$ cat config.mk
export PLATFORM = sky130hd
export DESIGN_NAME = mem_arbiter_flat
export DESIGN_NICKNAME = d
export VERILOG_FILES = /design/src/rtl/arb_pkg.sv /design/src/rtl/mem_arbiter_if.sv /design/src/rtl/arb_wait_timer.sv /design/src/rtl/mem_arbiter.sv /design/src/flat_wrapper.sv
export SDC_FILE = /design/constraint.sdc
export NUM_CORES = 1
export LEC_CHECK = 0
export ABC_AREA = 1
export BUFFER_PORTS_ARGS = -buffer_cell sky130_fd_sc_hd__buf_2
export CORE_ASPECT_RATIO = 0.75
export CORE_MARGIN = 1
export CORE_UTILIZATION = 25
export DETAILED_ROUTE_END_ITERATION = 16
export GPL_ROUTABILITY_DRIVEN = 0
export SLEW_MARGIN = 20
export SYNTH_ARGS = -nofsm -noshare
export SYNTH_HDL_FRONTEND = slang
export SYNTH_SLANG_ARGS = --single-unit
$ cat constraint.sdc
create_clock -name clk -period 2.9 [get_ports clk]
set_input_delay 0.58 -clock clk [delete_from_list [all_inputs] [get_ports clk]]
set_output_delay 0.58 -clock clk [all_outputs]
set_load 0.02 [all_outputs]
$ cat src/rtl/arb_pkg.sv
// Shared arbiter definitions: FSM state encoding, default timeout and a
// saturating increment helper for the optional wait counters.
package arb_pkg;

  typedef enum logic [1:0] {
    IDLE   = 2'b00,
    GNT_DM = 2'b01,
    GNT_IF = 2'b10
  } arb_state_e;

  localparam int MAX_WAIT_DEFAULT = 15;

  function automatic logic [31:0] sat_inc32(input logic [31:0] v, input logic inc);
    return (inc && (v != '1)) ? v + 32'd1 : v;
  endfunction

endpackage

$ cat src/rtl/mem_arbiter_if.sv
// Bundle of the fetch port, data port, memory side and status signals.
// The arbiter connects through the slave modport; requesters/memory through master.
interface mem_arbiter_if;

  logic        if_req;
  logic [31:0] if_addr;
  logic [31:0] if_rdata;
  logic        if_ack;

  logic        dm_req;
  logic        dm_we;
  logic [31:0] dm_addr;
  logic [31:0] dm_wdata;
  logic [31:0] dm_rdata;
  logic        dm_ack;

  logic        mem_en;
  logic        mem_we;
  logic [31:0] mem_addr;
  logic [31:0] mem_wdata;
  logic [31:0] mem_rdata;
  logic        mem_ready;

  logic        stall_if;
  logic        stall_mem;
  logic        bus_err;

  modport slave (
    input  if_req, if_addr, dm_req, dm_we, dm_addr, dm_wdata, mem_rdata, mem_ready,
    output if_rdata, if_ack, dm_rdata, dm_ack,
    output mem_en, mem_we, mem_addr, mem_wdata,
    output stall_if, stall_mem, bus_err
  );

  modport master (
    output if_req, if_addr, dm_req, dm_we, dm_addr, dm_wdata, mem_rdata, mem_ready,
    input  if_rdata, if_ack, dm_rdata, dm_ack,
    input  mem_en, mem_we, mem_addr, mem_wdata,
    input  stall_if, stall_mem, bus_err
  );

endinterface

$ cat src/rtl/arb_wait_timer.sv
// 8-bit wait counter for one memory access; expired flags the last allowed
// not-ready cycle so the arbiter aborts on that same edge.
module arb_wait_timer
  import arb_pkg::*;
#(
  parameter int MAX_WAIT = MAX_WAIT_DEFAULT
) (
  input  logic clk,
  input  logic rst,
  input  logic clr,
  input  logic en,
  output logic expired
);

  logic [7:0] cnt_q;

  assign expired = en && (cnt_q == 8'(MAX_WAIT - 1));

  always_ff @(posedge clk) begin
    if (rst || clr) begin
      cnt_q <= '0;
    end else if (en) begin
      cnt_q <= cnt_q + 8'd1;
    end
  end

endmodule

$ cat src/rtl/mem_arbiter.sv
// Two-port (fetch/data) memory arbiter with alternating tie-break and access timeout.
// Define ARB_PERF_EN to add the perf_if_wait/perf_dm_wait stall counters.
module mem_arbiter
  import arb_pkg::*;
#(
  parameter int MAX_WAIT = MAX_WAIT_DEFAULT
) (
  input  logic         clk,
  input  logic         rst,
  mem_arbiter_if.slave bus
`ifdef ARB_PERF_EN
  ,
  output logic [31:0]  perf_if_wait,
  output logic [31:0]  perf_dm_wait
`endif
);

  arb_state_e  state_q;
  logic        last_dm_q;
  logic        mem_en_q;
  logic        mem_we_q;
  logic [31:0] mem_addr_q;
  logic [31:0] mem_wdata_q;
  logic [31:0] if_rdata_q;
  logic [31:0] dm_rdata_q;
  logic        if_ack_q;
  logic        dm_ack_q;
  logic        bus_err_q;

  logic        pend_if;
  logic        pend_dm;
  logic        pick_dm;
  logic        granted;
  logic        expired;
  logic [31:0] resp_data;

  // A request whose ack is still high is being dropped and must not be re-granted.
  assign pend_if   = bus.if_req & ~if_ack_q;
  assign pend_dm   = bus.dm_req & ~dm_ack_q;
  assign pick_dm   = pend_dm & (~pend_if | ~last_dm_q);
  assign granted   = (state_q != IDLE);
  assign resp_data = bus.mem_ready ? bus.mem_rdata : '0;

  arb_wait_timer #(
    .MAX_WAIT(MAX_WAIT)
  ) u_wait_timer (
    .clk    (clk),
    .rst    (rst),
    .clr    (~granted),
    .en     (granted & ~bus.mem_ready),
    .expired(expired)
  );

  always_ff @(posedge clk) begin
    if (rst) begin
      state_q     <= IDLE;
      last_dm_q   <= 1'b0;
      mem_en_q    <= 1'b0;
      mem_we_q    <= 1'b0;
      mem_addr_q  <= '0;
      mem_wdata_q <= '0;
      if_rdata_q  <= '0;
      dm_rdata_q  <= '0;
      if_ack_q    <= 1'b0;
      dm_ack_q    <= 1'b0;
      bus_err_q   <= 1'b0;
    end else begin
      if_ack_q  <= 1'b0;
      dm_ack_q  <= 1'b0;
      bus_err_q <= 1'b0;
      case (state_q)
        IDLE: begin
          if (pend_dm || pend_if) begin
            state_q     <= pick_dm ? GNT_DM : GNT_IF;
            mem_en_q    <= 1'b1;
            mem_we_q    <= pick_dm & bus.dm_we;
            mem_addr_q  <= pick_dm ? bus.dm_addr : bus.if_addr;
            mem_wdata_q <= pick_dm ? bus.dm_wdata : '0;
          end
        end
        GNT_DM, GNT_IF: begin
          // Completion and timeout share one exit; timeout returns zero data.
          if (bus.mem_ready || expired) begin
            state_q   <= IDLE;
            mem_en_q  <= 1'b0;
            mem_we_q  <= 1'b0;
            last_dm_q <= (state_q == GNT_DM);
            bus_err_q <= expired;
            if (state_q == GNT_DM) begin
              dm_rdata_q <= resp_data;
              dm_ack_q   <= 1'b1;
            end else begin
              if_rdata_q <= resp_data;
              if_ack_q   <= 1'b1;
            end
          end
        end
        default: state_q <= IDLE;
      endcase
    end
  end

  assign bus.if_rdata  = if_rdata_q;
  assign bus.if_ack    = if_ack_q;
  assign bus.dm_rdata  = dm_rdata_q;
  assign bus.dm_ack    = dm_ack_q;
  assign bus.mem_en    = mem_en_q;
  assign bus.mem_we    = mem_we_q;
  assign bus.mem_addr  = mem_addr_q;
  assign bus.mem_wdata = mem_wdata_q;
  assign bus.bus_err   = bus_err_q;
  assign bus.stall_if  = bus.if_req & ~if_ack_q;
  assign bus.stall_mem = bus.dm_req & ~dm_ack_q;

`ifdef ARB_PERF_EN
  logic [31:0] perf_if_q;
  logic [31:0] perf_dm_q;

  always_ff @(posedge clk) begin
    if (rst) begin
      perf_if_q <= '0;
      perf_dm_q <= '0;
    end else begin
      perf_if_q <= sat_inc32(perf_if_q, bus.if_req & ~if_ack_q);
      perf_dm_q <= sat_inc32(perf_dm_q, bus.dm_req & ~dm_ack_q);
    end
  end

  assign perf_if_wait = perf_if_q;
  assign perf_dm_wait = perf_dm_q;
`endif

endmodule

$ cat src/flat_wrapper.sv
// flat-port wrapper written by rule: the top's interface ports become plain ports
module mem_arbiter_flat import arb_pkg::*;
#(
  parameter int MAX_WAIT = MAX_WAIT_DEFAULT
)
  (clk, rst, bus_if_req, bus_if_addr, bus_dm_req, bus_dm_we, bus_dm_addr, bus_dm_wdata, bus_mem_rdata, bus_mem_ready, bus_if_rdata, bus_if_ack, bus_dm_rdata, bus_dm_ack, bus_mem_en, bus_mem_we, bus_mem_addr, bus_mem_wdata, bus_stall_if, bus_stall_mem, bus_bus_err);
  mem_arbiter_if bus_i ();
  input  logic clk;
  input  logic rst;
  input wire logic [$bits(bus_i.if_req)-1:0] bus_if_req;
  input wire logic [$bits(bus_i.if_addr)-1:0] bus_if_addr;
  input wire logic [$bits(bus_i.dm_req)-1:0] bus_dm_req;
  input wire logic [$bits(bus_i.dm_we)-1:0] bus_dm_we;
  input wire logic [$bits(bus_i.dm_addr)-1:0] bus_dm_addr;
  input wire logic [$bits(bus_i.dm_wdata)-1:0] bus_dm_wdata;
  input wire logic [$bits(bus_i.mem_rdata)-1:0] bus_mem_rdata;
  input wire logic [$bits(bus_i.mem_ready)-1:0] bus_mem_ready;
  output wire logic [$bits(bus_i.if_rdata)-1:0] bus_if_rdata;
  output wire logic [$bits(bus_i.if_ack)-1:0] bus_if_ack;
  output wire logic [$bits(bus_i.dm_rdata)-1:0] bus_dm_rdata;
  output wire logic [$bits(bus_i.dm_ack)-1:0] bus_dm_ack;
  output wire logic [$bits(bus_i.mem_en)-1:0] bus_mem_en;
  output wire logic [$bits(bus_i.mem_we)-1:0] bus_mem_we;
  output wire logic [$bits(bus_i.mem_addr)-1:0] bus_mem_addr;
  output wire logic [$bits(bus_i.mem_wdata)-1:0] bus_mem_wdata;
  output wire logic [$bits(bus_i.stall_if)-1:0] bus_stall_if;
  output wire logic [$bits(bus_i.stall_mem)-1:0] bus_stall_mem;
  output wire logic [$bits(bus_i.bus_err)-1:0] bus_bus_err;
  assign bus_i.if_req = bus_if_req;
  assign bus_i.if_addr = bus_if_addr;
  assign bus_i.dm_req = bus_dm_req;
  assign bus_i.dm_we = bus_dm_we;
  assign bus_i.dm_addr = bus_dm_addr;
  assign bus_i.dm_wdata = bus_dm_wdata;
  assign bus_i.mem_rdata = bus_mem_rdata;
  assign bus_i.mem_ready = bus_mem_ready;
  assign bus_if_rdata = bus_i.if_rdata;
  assign bus_if_ack = bus_i.if_ack;
  assign bus_dm_rdata = bus_i.dm_rdata;
  assign bus_dm_ack = bus_i.dm_ack;
  assign bus_mem_en = bus_i.mem_en;
  assign bus_mem_we = bus_i.mem_we;
  assign bus_mem_addr = bus_i.mem_addr;
  assign bus_mem_wdata = bus_i.mem_wdata;
  assign bus_stall_if = bus_i.stall_if;
  assign bus_stall_mem = bus_i.stall_mem;
  assign bus_bus_err = bus_i.bus_err;
  mem_arbiter #(.MAX_WAIT(MAX_WAIT)) u_core (.clk(clk), .rst(rst), .bus(bus_i));
endmodule
== After elaboration in Yosys (flattened, before gate mapping) ==
Index checks and enable logic that the tools add are counted.
W data, S select, Z words.

* Flip-flop bits (word level): 144
* Bits of input ports: 134
* Output and inout port bits: 135
* Word-level logic and storage cells: 62

* Add/sub/neg operators: 1
* Equality and inequality tests: 5
* Multiplexer cells: 14
* Bitwise gates (word level): 15
* Reduce and logical (&&, ||, !) cells: 15

{| class="wikitable"
|+ Operators by type and width
! kind !! count
|-
| $mux W32 || 3
|-
| $not A1 Y1 || 9
|-
| $reduce_and A3 Y1 || 3
|-
| $add A8 B1 Y8 const B || 1
|-
| $eq A8 B4 Y1 const B || 1
|-
| $mux W2 || 3
|-
| $reduce_and A2 Y1 || 3
|-
| $and A1 B1 Y1 || 5
|-
| $mux W1 || 5
|-
| $ne A2 B1 Y1 const B || 2
|-
| $pmux W1 S2 || 2
|-
| $pmux W2 S2 || 1
|-
| $reduce_bool A2 Y1 || 2
|-
| $logic_or A1 B1 Y1 || 3
|-
| $reduce_or A3 Y1 || 1
|-
| $eq A2 B1 Y1 const B || 1
|-
| $eq A2 B2 Y1 const B || 1
|-
| $logic_not A2 Y1 || 1
|-
| $reduce_or A2 Y1 || 1
|-
| $logic_and A1 B1 Y1 || 1
|-
| $or A1 B1 Y1 || 1
|}

== Depth between registers and ports, before layout ==
Gate-level depths: netlist of the first run.

* Depth in word-level cells: 8
* Depth in mapped cells: 11
* Depth with buffers taken out: 11

== Cells and area by module ==
From an unflattened synthesis of the first run, not the netlist that was laid out.

* Cell total of the unflattened synthesis: 746
* Area, all modules: 5699.2 um^2

{| class="wikitable"
|+ Modules (own cells, without submodules)
! module !! times used !! cells each !! area each (um^2) !! seq. area each (um^2)
|-
| mem_arbiter || 1 || 689 || 5287.6 || 2722.6
|-
| arb_wait_timer || 1 || 57 || 411.6 || 160.2
|}

== Worst setup path before layout of the first run ==
OpenSTA, ideal clock, no wires.

* Kind: register to register
* Start point: reg u_core.state_q[0]
* End point: reg u_core.if_rdata_q[16] (netlist: u_core.bus.if_rdata[16])
* Setup time: 132 ps
* Arrival: 1514 ps
* Data required time: 2768 ps
* Setup slack: 1253 ps
* Cell stages (with the launch flop): 12
* Buffers on the path: 1
* Clock period less this slack: 1647 ps
* Cell sequence: dfxtp_1 -> inv_1 -> ha_1 -> nor2_4 -> inv_2 -> nor2_2 -> nand2_2 -> nand2_4 -> nand2_4 -> buf_6 -> nand2_1 -> a21oi_1

* Cells in the longest elaborated chain, start to end: 5
* Elaborated cells on any way between the ends: 9
* Classes of those cells: eq/ne: 2; bitwise: 2; reduce/logical: 5

{| class="wikitable"
|+ Ends and longest elaborated chain
! element !! RTL line !! text
|-
| start: declaration || mem_arbiter.sv:18 || <nowiki>arb_state_e state_q;</nowiki>
|-
| start signal: assignment || mem_arbiter.sv:74 || <nowiki>state_q <= pick_dm ? GNT_DM : GNT_IF;</nowiki>
|-
| $reduce_bool A2 Y1 || mem_arbiter.sv:41 || <nowiki>assign granted = (state_q != IDLE);</nowiki>
|-
| $and A1 B1 Y1 || mem_arbiter.sv:50 || <nowiki>.en (granted & ~bus.mem_ready),</nowiki>
|-
| $logic_and A1 B1 Y1 || arb_wait_timer.sv:17 || <nowiki>assign expired = en && (cnt_q == 8'(MAX_WAIT - 1));</nowiki>
|-
| $logic_or A1 B1 Y1 || mem_arbiter.sv:83 || <nowiki>if (bus.mem_ready || expired) begin</nowiki>
|-
| $reduce_and A3 Y1 (no line) * || -- ||
|-
| end signal: assignment || mem_arbiter.sv:93 || <nowiki>if_rdata_q <= resp_data;</nowiki>
|-
| end: declaration || mem_arbiter.sv:24 || <nowiki>logic [31:0] if_rdata_q;</nowiki>
|}

Every way passes the cells marked *; elsewhere a longest branch is shown, timed or not.
A chain may end at the register's enable or synchronous reset.

== Worst setup path after layout of the first run ==
* Start point: reg u_core.state_q[0]
* End point: reg u_core.if_rdata_q[7] (netlist: u_core.bus.if_rdata[7])

The elaborated chain is that of the path after synthesis.

==> impl_metrics.tcl, run 1 <==
set metrics [dict create \
    synth_edf_count 0 \
    hold_viol 0 \
    outcome "completed" \
    seq_area_frac_synth 0.519 \
    ys_warn_count 0 \
    core_area_sq_um 21500 \
    wl_per_cell_um 14.1 \
    num_vias 5653 \
    rsz0062_at_grt "no" \
    instances_no_fill 1261 \
    synth_nets 857 \
    endpoint_kind "flop" \
    fin_area_sq_um 7710 \
    cts_buffers 17 \
    synthCells 716 \
    hpwl_um 12100 \
    ios 269 \
    drcViolationCount 0 \
    groute.usage.overall 0.155 \
    ys_seq_elements 144 \
    die_h_um 131 \
    worst_skew_pair.late_latency_ns 0.41 \
    cts_tree "done" \
    dp_cells 1228 \
    netlist_area_sq_um 5560 \
    period_minus_slack_ns 2.03 \
    htreeDepth 4 \
    via_per_inst 4.48 \
    final_nets 1100 \
    drive_above_1_share 0.330 \
    hold_slack_ns 0.410 \
    postRouteAntennaNets 0 \
    async_flop_share 0 \
    fin_setup_tns_ns 0 \
    drt_iter0_drc 315 \
    port_buffers 268 \
    numClockSinks 144 \
    dieWidth_um 174 \
    max_slew_margin 0.566 \
    area_growth_pct 38.8 \
    critPathKind "reg -> reg" \
    yosysUniqueCellTypes 26 \
    grt_pass1_wl_um 28000 \
    first_pass_iters 4 \
    yosys.area.top_type "dfxtp_1" \
    synth_area_leaders "dfxtp_1 (52%), nand2_1 (17%), a21oi_1 (9.6%)" \
    antenna_found_initial 1 \
    setup_viol 0 \
    fin_crit_sh 0.700 \
    setup_slack_ns 0.870 \
    drv_slew 0 \
    grt_pass1_vias 5378 \
    cts_hold_buf 0 \
    start_util 0.259 \
    worst_pin_slew_ns 0.651 \
    multiInputGateArea_sq_um 2320 \
    p_leak_nw 3.43 \
    fmax_ghz 0.493 \
    clock_skew_ns 0.00999 \
    grt_max_degree 66 \
    utilization 0.359 \
    dpl_cell_area_sq_um 7080 \
    ys.flop_type "dfxtp_1" \
    cts_resized 0 \
    hold_class "in -> reg" \
    cp.arrival_ns 2.30 \
    rows 46 \
    finalPower_mw 5.47 \
    clkSlewWorstSetupHoldPaths_ns 0.06 \
    critPathLaunchType "flop" \
    max_cap_violations 0 \
    synth_area_per_cell_sq_um 7.76 \
    gr-total-overflow 0 \
    n_fill_cell 2319 \
    p_per_area_nw_per_um2 709 \
    routed_wl_um 17800 \
    clk_path_buf_depth 2 \
    seq_area_sq_um 2880 \
    pre_cts_ws_ns 0.878 \
    synth.top_cell.area_share 0.519 \
    required_ns 3.17 \
    irDropWorstVdd_uv 393 \
    r2r_slack_ns 0.87 \
    clock-root-buffer "clkbuf_16" \
    dieArea_sq_um 22800 \
    path_max_fanout 32 \
    cts_setup_buffers 0 \
]
-- cells by family (layout without fill, tap and decap cells) --
logic type / Yosys count / count (layout) / share of synthesized area
other cells: 0 / 1 / 0
compound gates: 146 / 146 / 0.140
xor+xnor: 1 / 1 / 0.00158
fa+ha+maj: 7 / 7 / 0.0158
buf+inv: 74 / 330 / 0.0642
flops: 144 / 144 / 0.519
simple gates: 344 / 344 / 0.260
-- cell type report --
| class | instances | share of cell area |
|---|---|---|
| Tap cell | 288 | 0.0467 |
| Inverter | 21 | 0.0102 |
| Clock buffer | 20 | 0.0579 |
| Multi-Input combinational cell | 498 | 0.301 |
| Clock inverter | 12 | 0.0234 |
| Sequential cell | 144 | 0.374 |
| Antenna cell | 1 | 0.000325 |
| Timing Repair Buffer | 277 | 0.186 |
-- cells in the mapped netlist, types with 3 or more instances --
cell / n
dfxtp_1: 144
nor3_1: 3
buf_2: 15
inv_2: 4
o21ai_0: 5
buf_6: 7
nand2_4: 3
ha_1: 7
inv_1: 17
a31oi_1: 32
nor2_1: 12
a21oi_1: 107
clkbuf_1: 29
nand2_1: 247
nand3_1: 69
-- sequential cells by signal, summed over array words and instances, names as in the netlist --
name / cells
u_core.bus.dm_rdata: 32
u_core.bus.bus_err: 1
u_core.state_q: 2
u_core.bus.mem_wdata: 32
u_core.bus.if_ack: 1
u_core.bus.if_rdata: 32
u_core.bus.dm_ack: 1
u_core.u_wait_timer.cnt_q: 8
u_core.bus.mem_en: 1
u_core.last_dm_q: 1
u_core.bus.mem_we: 1
u_core.bus.mem_addr: 32
-- critical path, cell delays in order (launching register included) --
cell and delay, ns:
dfxtp_1 0.41, inv_1 0.09, ha_1 0.31, nor2_4 0.17
inv_2 0.06, nor2_2 0.14, nand2_2 0.12, nand2_4 0.12
nand2_4 0.24, nand2_1 0.15, a21oi_1 0.07
-- metal layers --
metal / up-vias / wire [um] / global-route usage
met5: - / 10 / 0
met4: 2 / 235 / 0.0475
met3: 13 / 1320 / 0.0539
met2: 200 / 8300 / 0.254
met1: 2585 / 7910 / 0.192
li1: 2853 / - / -
-- path summary, 6_finish.rpt --
kind,startpoint,cells past startpoint,end
worst max-delay path,u_core.state_q[0],10,u_core.bus.if_rdata[7]
worst min-delay path,bus_dm_wdata[18],3,u_core.bus.mem_wdata[18]
worst max register to register,u_core.state_q[0],10,u_core.bus.if_rdata[7]
worst min register to register,u_core.bus.mem_en,2,u_core.bus.mem_en
-- power by group --
part           total [mW]  switching (mW)  internal, mW
logic               0.915           0.610         0.305
registers            2.18          0.0698          2.11
clock network        2.37           0.894          1.47
-- placed cells by master, fill, tap and decap left out, types with 2 or more instances in the layout --
cell type | netlist | routed
nor3_1 | 3 | 3
a21oi_1 | 107 | 107
nand4_1 | 2 | 2
buf_2 | 15 | 267
o21ai_0 | 5 | 5
nand3_1 | 69 | 69
nor2_4 | 2 | 2
clkinv_2 | 0 | 2
inv_6 | 0 | 3
buf_12 | 0 | 2
buf_4 | 2 | 8
inv_2 | 4 | 4
clkinvlp_4 | 0 | 2
dfxtp_1 | 144 | 144
clkbuf_16 | 0 | 17
clkbuf_1 | 29 | 2
nor2_1 | 12 | 12
nand2_4 | 3 | 3
bufinv_16 | 0 | 4
inv_1 | 17 | 17
a31oi_1 | 32 | 32
nor2_2 | 2 | 2
nand2_1 | 247 | 247
ha_1 | 7 | 7
(Power assumes the default switching activity.)
==> run 2, diff against run 1 <==
Clock period 2.9 ns to 2.1 ns, I/O delays scaled along.
==> run 2 against run 1 <==
  * Clock skew up 0.0016 ns
  * Clock power up 31%
  * Global-route usage down 0.32 points
  * Die area unchanged
  * Critical endpoint is now u_core.bus.if_rdata[30]
==> impl_metrics.tcl, run 2 (synthesized netlist as in run 1, its figures left out) <==
set metrics [dict create \
    r2r_slack_ns 0.25 \
    worst_skew_pair.late_latency_ns 0.42 \
    rows 46 \
    crit_path_start "u_core.state_q[0]" \
    diodes 0 \
    clock-root-buffer "clkbuf_16" \
    wl_per_cell_um 13.9 \
    drt_iter0_drc 317 \
    rsz0062_at_grt "no" \
    critPathLaunchType "flop" \
    first_pass_iters 5 \
    clock_skew_ns 0.0116 \
    period_minus_slack_ns 1.85 \
    max_slew_margin 0.568 \
    crit_end "u_core.bus.if_rdata[30]" \
    r2r-end "u_core.bus.if_rdata[30]" \
    utilization 0.358 \
    antenna_found_initial 2 \
    num_vias 5650 \
    route.met2.wl_um 7870 \
    routed_wl_um 17500 \
    cts_buffers 17 \
    rr_startpoint "u_core.state_q[0]" \
    wl_met1_um 7880 \
    grt_pass1_vias 5187 \
    r2r_cells 10 \
    hold_viol 0 \
    die_h_um 131 \
    path_max_fanout 32 \
    irDropWorstVdd_uv 436 \
    area_growth_pct 38.4 \
    hold_class "in -> reg" \
    hold_slack_ns 0.245 \
    cp.arrival_ns 2.12 \
    ios 269 \
    start_util 0.259 \
    p_per_area_nw_per_um2 960 \
    clk_path_buf_depth 2 \
    via_per_inst 4.49 \
    drv_slew 0 \
    gr-total-overflow 0 \
    drive_above_1_share 0.331 \
    cts_tree "done" \
    numClockSinks 144 \
    final_nets 1099 \
    n_fill_cell 2315 \
    mostFrequentLayoutCell "buf_2" \
    dieWidth_um 174 \
    layout_common_cells "buf_2 (267), nand2_1 (247), dfxtp_1 (144)" \
    max_cap_violations 0 \
    fmax_ghz 0.541 \
    finalPower_mw 7.38 \
    cts_resized 0 \
    p_leak_nw 3.41 \
    groute.usage.overall 0.152 \
    routed.top_layer "met5" \
    drcViolationCount 0 \
    setup_viol 0 \
    critPathKind "reg -> reg" \
    core_area_sq_um 21500 \
    worst_pin_slew_ns 0.648 \
    fin_setup_tns_ns 0 \
    endpoint_kind "flop" \
    fin_crit_sh 0.881 \
    port_buffers 268 \
    htreeDepth 4 \
    met3_length_um 1390 \
    hpwl_um 12000 \
    grt_pass1_wl_um 27300 \
    cts_setup_buffers 0 \
    dieArea_sq_um 22800 \
    cts_hold_buf 0 \
    clkSlewWorstSetupHoldPaths_ns 0.07 \
    postRouteAntennaNets 0 \
    required_ns 2.37 \
    outcome "completed" \
    grt_max_degree 66 \
]
==> run 2: layout make-up <==
class                      count  area (sq um)  area share
clock buffer                  21           470      0.0612
clock inverter                10           126      0.0164
inverter                      21          78.8      0.0102
multi-input combinational    498          2340       0.305
sequential                   144          2880       0.375
tap                          288           360      0.0469
timing repair buffer         276          1430       0.186
==> run 2: per-stage QoR <==
step | worst slack [ns] | cells | area, sq um
3_3_place_gp | 0.173 | 1227 | 7070
6_report | 0.250 | 1258 | 7690
5_1_grt | 0.0540 | 1258 | 7690
4_1_cts | 0.0450 | 1258 | 7670
2_1_floorplan | 0.453 | 716 | 5560
3_5_place_dp | 0.117 | 1227 | 7070
==> run 2: layer usage <==
layer | vias up | global-route usage
met4 | 4 | 0.0588
met3 | 23 | 0.0507
met5 | - | 0
met1 | 2558 | 0.192
met2 | 223 | 0.239
li1 | 2842 | -
==> run 2: worst min path at each step <==
stage	startpoint	to	slack, ns	cells after the start
2_1_floorplan	u_core.u_wait_timer.cnt_q[6]	u_core.u_wait_timer.cnt_q[6]	0.42	1
3_3_place_gp	u_core.bus.mem_en	u_core.bus.mem_en	0.43	2
3_5_place_dp	u_core.u_wait_timer.cnt_q[6]	u_core.u_wait_timer.cnt_q[6]	0.44	1
4_1_cts	bus_dm_wdata[8]	u_core.bus.mem_wdata[8]	0.22	3
5_1_grt	bus_dm_wdata[18]	u_core.bus.mem_wdata[18]	0.23	3
6_report	bus_dm_wdata[18]	u_core.bus.mem_wdata[18]	0.24	3
==> run 2: power breakdown <==
group          leakage [nW]  total (mW)  switching (mW)  internal, mW
clock network         0.294        3.10            1.24          1.86
logic                  1.94        1.27           0.842         0.425
registers              1.17        3.02          0.0994          2.92
total                  3.41        7.38            2.18          5.20
==> run 2: worst max-delay path, stage by stage, from the launching register on <==
cell,delay [ns]
dfxtp_1,0.41
inv_1,0.09
ha_2,0.25
nor2_4,0.15
inv_2,0.05
nor2_2,0.13
nand2_2,0.11
nand2_4,0.14
nand2_8,0.17
nand2_1,0.11
a21oi_1,0.06
